<file path="src/rtl/sbi_pkg.sv">
// sbi_pkg: shared state encoding and SBI timing constants for the burst master.
package sbi_pkg;
  typedef enum logic [1:0] {IDLE, START, BURST, DRAIN} sbi_mst_state_e;
  localparam int SBI_RD_LAT = 1;
endpackage

</file>
<file path="src/rtl/sbi_rd_fifo.sv">
// sbi_rd_fifo: small read-data FIFO; push and pop may coincide, head reads as 0 when empty.
module sbi_rd_fifo #(
  parameter int Width = 32,
  parameter int RdDepth = 2,
  localparam int CntW = $clog2(RdDepth + 1)
) (
  input  logic             clk_i,
  input  logic             rst_ni,
  input  logic             push_i,
  input  logic             pop_i,
  input  logic [Width-1:0] wdata_i,
  output logic [Width-1:0] rdata_o,
  output logic [CntW-1:0]  count_o,
  output logic             full_o,
  output logic             empty_o
);
  localparam int PtrW = RdDepth > 1 ? $clog2(RdDepth) : 1;
  logic [Width-1:0] mem_q [RdDepth];
  logic [PtrW-1:0]  wptr_q, rptr_q;
  logic [CntW-1:0]  count_q;

  function automatic logic [PtrW-1:0] nxt(input logic [PtrW-1:0] p);
    return p == PtrW'(RdDepth - 1) ? '0 : p + 1'b1;
  endfunction

  assign count_o = count_q;
  assign full_o  = count_q == CntW'(RdDepth);
  assign empty_o = count_q == '0;
  assign rdata_o = empty_o ? '0 : mem_q[rptr_q];

  always_ff @(posedge clk_i) begin
    if (push_i) mem_q[wptr_q] <= wdata_i;
  end

  always_ff @(posedge clk_i or negedge rst_ni) begin
    if (!rst_ni) begin
      wptr_q  <= '0;
      rptr_q  <= '0;
      count_q <= '0;
    end else begin
      if (push_i) wptr_q <= nxt(wptr_q);
      if (pop_i) rptr_q <= nxt(rptr_q);
      count_q <= count_q + CntW'(push_i) - CntW'(pop_i);
    end
  end
endmodule

</file>
<file path="src/rtl/sbi_burst_master.sv">
// sbi_burst_master: turns one burst command into an SBI start cycle plus per-beat accesses,
// streaming write data in and buffering read data out with credit-limited issue.
module sbi_burst_master
  import sbi_pkg::*;
#(
  parameter int Width = 32,
  parameter int Depth = 256,
  parameter int LenW = 8,
  parameter int RdDepth = 2,
  localparam int Aw = $clog2(Depth)
) (
  input  logic             bCLK,
  input  logic             bRSTn,
  input  logic             cmd_valid,
  output logic             cmd_ready,
  input  logic             cmd_write,
  input  logic [Aw-1:0]    cmd_addr,
  input  logic [LenW-1:0]  cmd_len,
  output logic             cmd_done,
  input  logic             wr_valid,
  output logic             wr_ready,
  input  logic [Width-1:0] wr_data,
  output logic             rd_valid,
  input  logic             rd_ready,
  output logic [Width-1:0] rd_data,
  output logic [Aw-1:0]    bADDR,
  output logic             bSTART,
  output logic             bACCESS,
  output logic             bWRITE,
  output logic [Width-1:0] bD,
  input  logic [Width-1:0] bQ,
  input  logic             bVALID
);
  localparam int CntW = $clog2(RdDepth + 1);
  localparam int CrW = CntW + 1;
  sbi_mst_state_e        state_q;
  logic                  write_q;
  logic [Aw-1:0]         addr_q;
  logic [LenW-1:0]       len_q, issued_q, received_q;
  logic [SBI_RD_LAT-1:0] inflight_q;
  logic [CntW-1:0]       count;
  logic                  full, empty, pop, push, rd_issue, last_issue;

  sbi_rd_fifo #(.Width(Width), .RdDepth(RdDepth)) u_fifo (
    .clk_i(bCLK), .rst_ni(bRSTn), .push_i(push), .pop_i(pop), .wdata_i(bQ),
    .rdata_o(rd_data), .count_o(count), .full_o(full), .empty_o(empty)
  );

  assign cmd_ready  = state_q == IDLE;
  assign bSTART     = state_q == START;
  assign bADDR      = addr_q;
  assign bWRITE     = write_q;
  assign wr_ready   = state_q == BURST && write_q && wr_valid;
  assign bD         = wr_ready ? wr_data : '0;
  assign rd_valid   = !empty;
  assign pop        = rd_valid && rd_ready;
  assign push       = bVALID && (!full || pop);
  assign last_issue = issued_q == len_q;
  // Credit: occupancy plus reads still in flight must leave room for this beat's data.
  assign rd_issue   = state_q == BURST && !write_q &&
                      (CrW'(count) + CrW'($countones(inflight_q)) < CrW'(RdDepth) + CrW'(pop));
  assign bACCESS    = wr_ready || rd_issue;
  assign cmd_done   = (wr_ready && last_issue) || (state_q == DRAIN && push && received_q == len_q);

  always_ff @(posedge bCLK or negedge bRSTn) begin
    if (!bRSTn) begin
      state_q    <= IDLE;
      write_q    <= 1'b0;
      addr_q     <= '0;
      len_q      <= '0;
      issued_q   <= '0;
      received_q <= '0;
      inflight_q <= '0;
    end else begin
      inflight_q <= SBI_RD_LAT'({inflight_q, rd_issue});
      if (push) received_q <= received_q + 1'b1;
      if (bACCESS) issued_q <= issued_q + 1'b1;
      case (state_q)
        IDLE: if (cmd_valid) begin
          state_q    <= START;
          write_q    <= cmd_write;
          addr_q     <= cmd_addr;
          len_q      <= cmd_len;
          issued_q   <= '0;
          received_q <= '0;
        end
        START: state_q <= BURST;
        BURST: if (bACCESS && last_issue) begin
          state_q <= write_q ? IDLE : DRAIN;
          write_q <= 1'b0;
        end
        DRAIN: if (cmd_done) state_q <= IDLE;
        default: state_q <= IDLE;
      endcase
    end
  end
endmodule

</file>
<file path="config.mk">
export PLATFORM = sky130hd
export DESIGN_NAME = sbi_burst_master
export DESIGN_NICKNAME = d
export VERILOG_FILES = /design/src/rtl/sbi_pkg.sv /design/src/rtl/sbi_rd_fifo.sv /design/src/rtl/sbi_burst_master.sv
export SDC_FILE = /design/constraint.sdc
export NUM_CORES = 1
export LEC_CHECK = 0
export ABC_AREA = 1
export ABC_CLOCK_PERIOD_IN_PS = 3900
export BUFFER_PORTS_ARGS = -buffer_cell sky130_fd_sc_hd__buf_2
export CORE_UTILIZATION = 35
export CTS_BUF_LIST = sky130_fd_sc_hd__clkbuf_16
export DETAILED_ROUTE_END_ITERATION = 10
export GPL_TIMING_DRIVEN = 0
export PLACE_DENSITY_LB_ADDON = 0.1
export RECOVER_POWER = 100
export SLEW_MARGIN = 0
export SYNTH_ARGS = -nofsm -noshare
export SYNTH_HDL_FRONTEND = slang
export SYNTH_SLANG_ARGS = --single-unit
</file>
<file path="constraint.sdc">
create_clock -name bCLK -period 3.9 [get_ports bCLK]
set_input_delay 0.78 -clock bCLK [delete_from_list [all_inputs] [get_ports bCLK]]
set_output_delay 0.78 -clock bCLK [all_outputs]
set_load 0.01 [all_outputs]
</file>
==> results.md <==
- Die area: between 10,000 and 15,000 um2
- Layout area overhead: 24.43%
- Final GP Congestion: 0.8179
- N_diodes: 0
- Syn Inst Count: 559
- Synth Register Bits: ~100
- First-pass GRT wire length: approximately 19,000 um
- Reg2reg setup slack: around 1.4 ns
- FMAX: around 350 MHz
- Peak VDD IR: about 0.44 mV
- Port buffer count: roughly 170
- Worst Tran Pin Value: between 2 and 2.5 ns
- Drt pass-1 iters: 4
- # rows: 43
- DR WL/cell: approximately 13 um
- # setup viols final: 0
- Bufs on Longest Clock Path: 2
- Skew-Pair Late Insertion Delay: about 0.35 ns
- Adder-Cell Fraction of Synth Area: approximately 1.5%
- Setup TNS: 0 ns
- M1 WL: between 5000 and 6000 um
- Yosys top cell area share: between 30% and 40%
- Failing checks: capacitance limit, slew limit
- Fill count: roughly 1,500
- Syn Area/Cell: slightly below 9 um2
- Mean number of vias per cell: 4.585
- Ys async rst share: between 30% and 40%
- CTS H-tree depth: 3
- Setup Skew: approximately 0.0091 ns
- Cell Area, Synth: approximately 5000 um2
- Design Area, Final: roughly 6000 um2
- Crit path time final: 2.827 ns
- Routed WL: about 12,000 um
- Placed cell areas: 6075 um2
- DR top layer: met4
- Initial Util: 35.82%
- Max-Cap Viols: 1
- Outcome: finished, violations left
- Synth warn: 0
- Commonest cells post-synth: 175 x nand2_1, 82 x inv_1, 64 x edfxtp_1, 52 x nor2_1, 45 x a21oi_1
- Hpwl dp: roughly 9000 um
- Multi-input logic area: 1578 um2
- Post-layout util: ~45%
- Initial antenna violation count: 0
- Post-CTS resize count: 0
- Final Max Tran Viols: a little over 40
- Root buf cell: clkbuf_16
- Simple-Gate Fraction of Synth Area: 22.43%
- CP Class: flop to primary output
- Sequential area share after synthesis: 59.00%
- Compound-Gate Fraction of Synth Area: 7.830%
- Cell with the most instances after synthesis: nand2_1
- CORE AREA: about 14,000 um2
- Final hold vios: 0
- DR WL met2: 5817 um
- Worst Hold Class: flop to flop
- Num CTS Buffers: 9
- Met3 WL: around 670 um
- Clk slew on worst S/H paths: about 0.07 ns
- Yosys top cell by area: edfxtp_1
- Vias in the first global route: 3,892
- Share of cells above drive strength 1: between 10% and 20%
- CP arrival: 2.05 ns
- Largest family of logic cells by synthesized area: simple AND/OR/NAND/NOR gates
- Pwr/cell area: roughly 720 nW/um2
- Drt first-iter violations: 256
- DRT antenna net count: 0
- Clk sinks: roughly 100
- Die Span Y: between 100 and 150 um
- Synth Net Count: 652
- Startpoint types: flop
- Yosys cell types: 30
- Grt total ovfl: 0
- Leak pwr: roughly 2.9 nW
- Hold buffers post-CTS: 0
- CP Data Required Time: around 3.1 ns
- Global-route usage over all layers: about 17%
- Largest net degree at the start of global routing: around 40
- Period utilisation layout: 72.48%
- Synth Area in XOR/XNOR: under 10%
- FF+latch area: 2923 um2
- Post-CTS setup repair buffer count: 0
- Die X: roughly 120 um
- Critical Path End Type: primary output
- CTS tree: built
- Slew margin rel.: -49.87%
- Post-synth top flop: edfxtp_1
- CP max FO: 10
- Area contributors post-synth: edfxtp_1 39%, dfrtp_1 20%, nand2_1 13%, inv_1 6.2%, a21oi_1 4.5%
- DRC: 0
- IO Pins: 166
- Via Count: between 4,000 and 5,000
- Nets: 830
- RSZ-0062 raised after global routing: no
- Post-synth EDFFs: 64
- Multiplexer share of the synthesized area: 0%
[stage by stage]
step | power [mW] | cells | hold WS, ns | setup WS, ns
floorplan | 3.031 | 559 | 0.4813 | 0.9424
global route | 4.839 | 922 | 0.5110 | 0.8655
CTS | 4.652 | 922 | 0.4789 | 1.107
detailed placement | 3.792 | 906 | 0.4591 | 1.182
finish | 4.451 | 922 | 0.4773 | 1.073
global placement | 3.717 | 904 | 0.4510 | -0.1264
[where the power goes]
| group | leakage [nW] | switching [mW] | internal [mW] |
|---|---|---|---|
| sequential | 1.09 | 0.200 | 1.53 |
| clock | 0.135 | 0.409 | 0.433 |
| combinational | 1.64 | 1.26 | 0.625 |
| total | 2.87 | 1.87 | 2.58 |
[per-layer routing]
layer,vias to the layer above,GRT usage (%)
met4,0,4.630
met2,105,27.46
met1,1981,22.54
met5,-,0
met3,9,4.934
li1,2132,-
[state kept, by name, summed over array words and instances, names as in the netlist]
signal and flops:
received_q 8, state_q 2, len_q 8, issued_q 8
u_fifo.count_o 2, bWRITE 1, u_fifo.mem_q 64, u_fifo.rptr_q 1
inflight_q 1, u_fifo.wptr_q 1, bADDR 8
[cell usage in the layout (no fill, tap or decap)]
cell type,instances
a211oi_1,1
a21oi_1,45
a21oi_2,2
a22oi_1,2
buf_16,2
buf_2,75
clkbuf_1,108
clkbuf_16,9
clkinv_1,3
clkinv_2,1
clkinv_4,1
clkinvlp_4,1
dfrtp_1,40
edfxtp_1,64
ha_1,6
inv_1,85
inv_2,2
inv_6,2
nand2_1,177
nand2_2,3
nand3_1,11
nand3b_1,1
nand4_1,5
nor2_1,56
nor2_4,2
nor3_1,5
nor3_2,2
nor3b_1,1
o211ai_1,1
o21ai_0,20
o21ai_1,3
xnor2_1,4
xor2_1,2
[cell type report]
cell class,count,area share [%]
buffer,18,1.096
inverter,88,5.359
sequential,104,47.42
clock inverter,7,0.7511
clock buffer,9,3.654
timing repair buffer,167,12.46
tap,180,3.654
multi-input combinational,349,25.60
[logic make-up after synthesis]
| family | Yosys count |
|---|---|
| buffers and inverters | 106 |
| AO/OA/AOI/OAI | 74 |
| XOR/XNOR | 6 |
| flip-flops | 104 |
| AND/OR/NAND/NOR | 263 |
| adder cells (fa/ha/maj) | 6 |
[final timing paths]
kind	startpoint	to	cells after the start
worst max-delay path	u_fifo.count_o[1]	rd_data[7]	4
worst min-delay path	bADDR[6]	bADDR[6]	2
worst max register to register	state_q[1]	issued_q[5]	7
worst min register to register	bADDR[6]	bADDR[6]	2
max in group asynchronous	bRSTn	issued_q[4]	1
min in group asynchronous	bRSTn	len_q[2]	1
[critical path: stages, from the launching register on]
cell      delay [ns]
dfrtp_1         0.42
nor2_1          0.51
clkbuf_1        0.48
a21oi_1         0.13
clkbuf_1        0.16
Power figures use the tool's default switching activity.
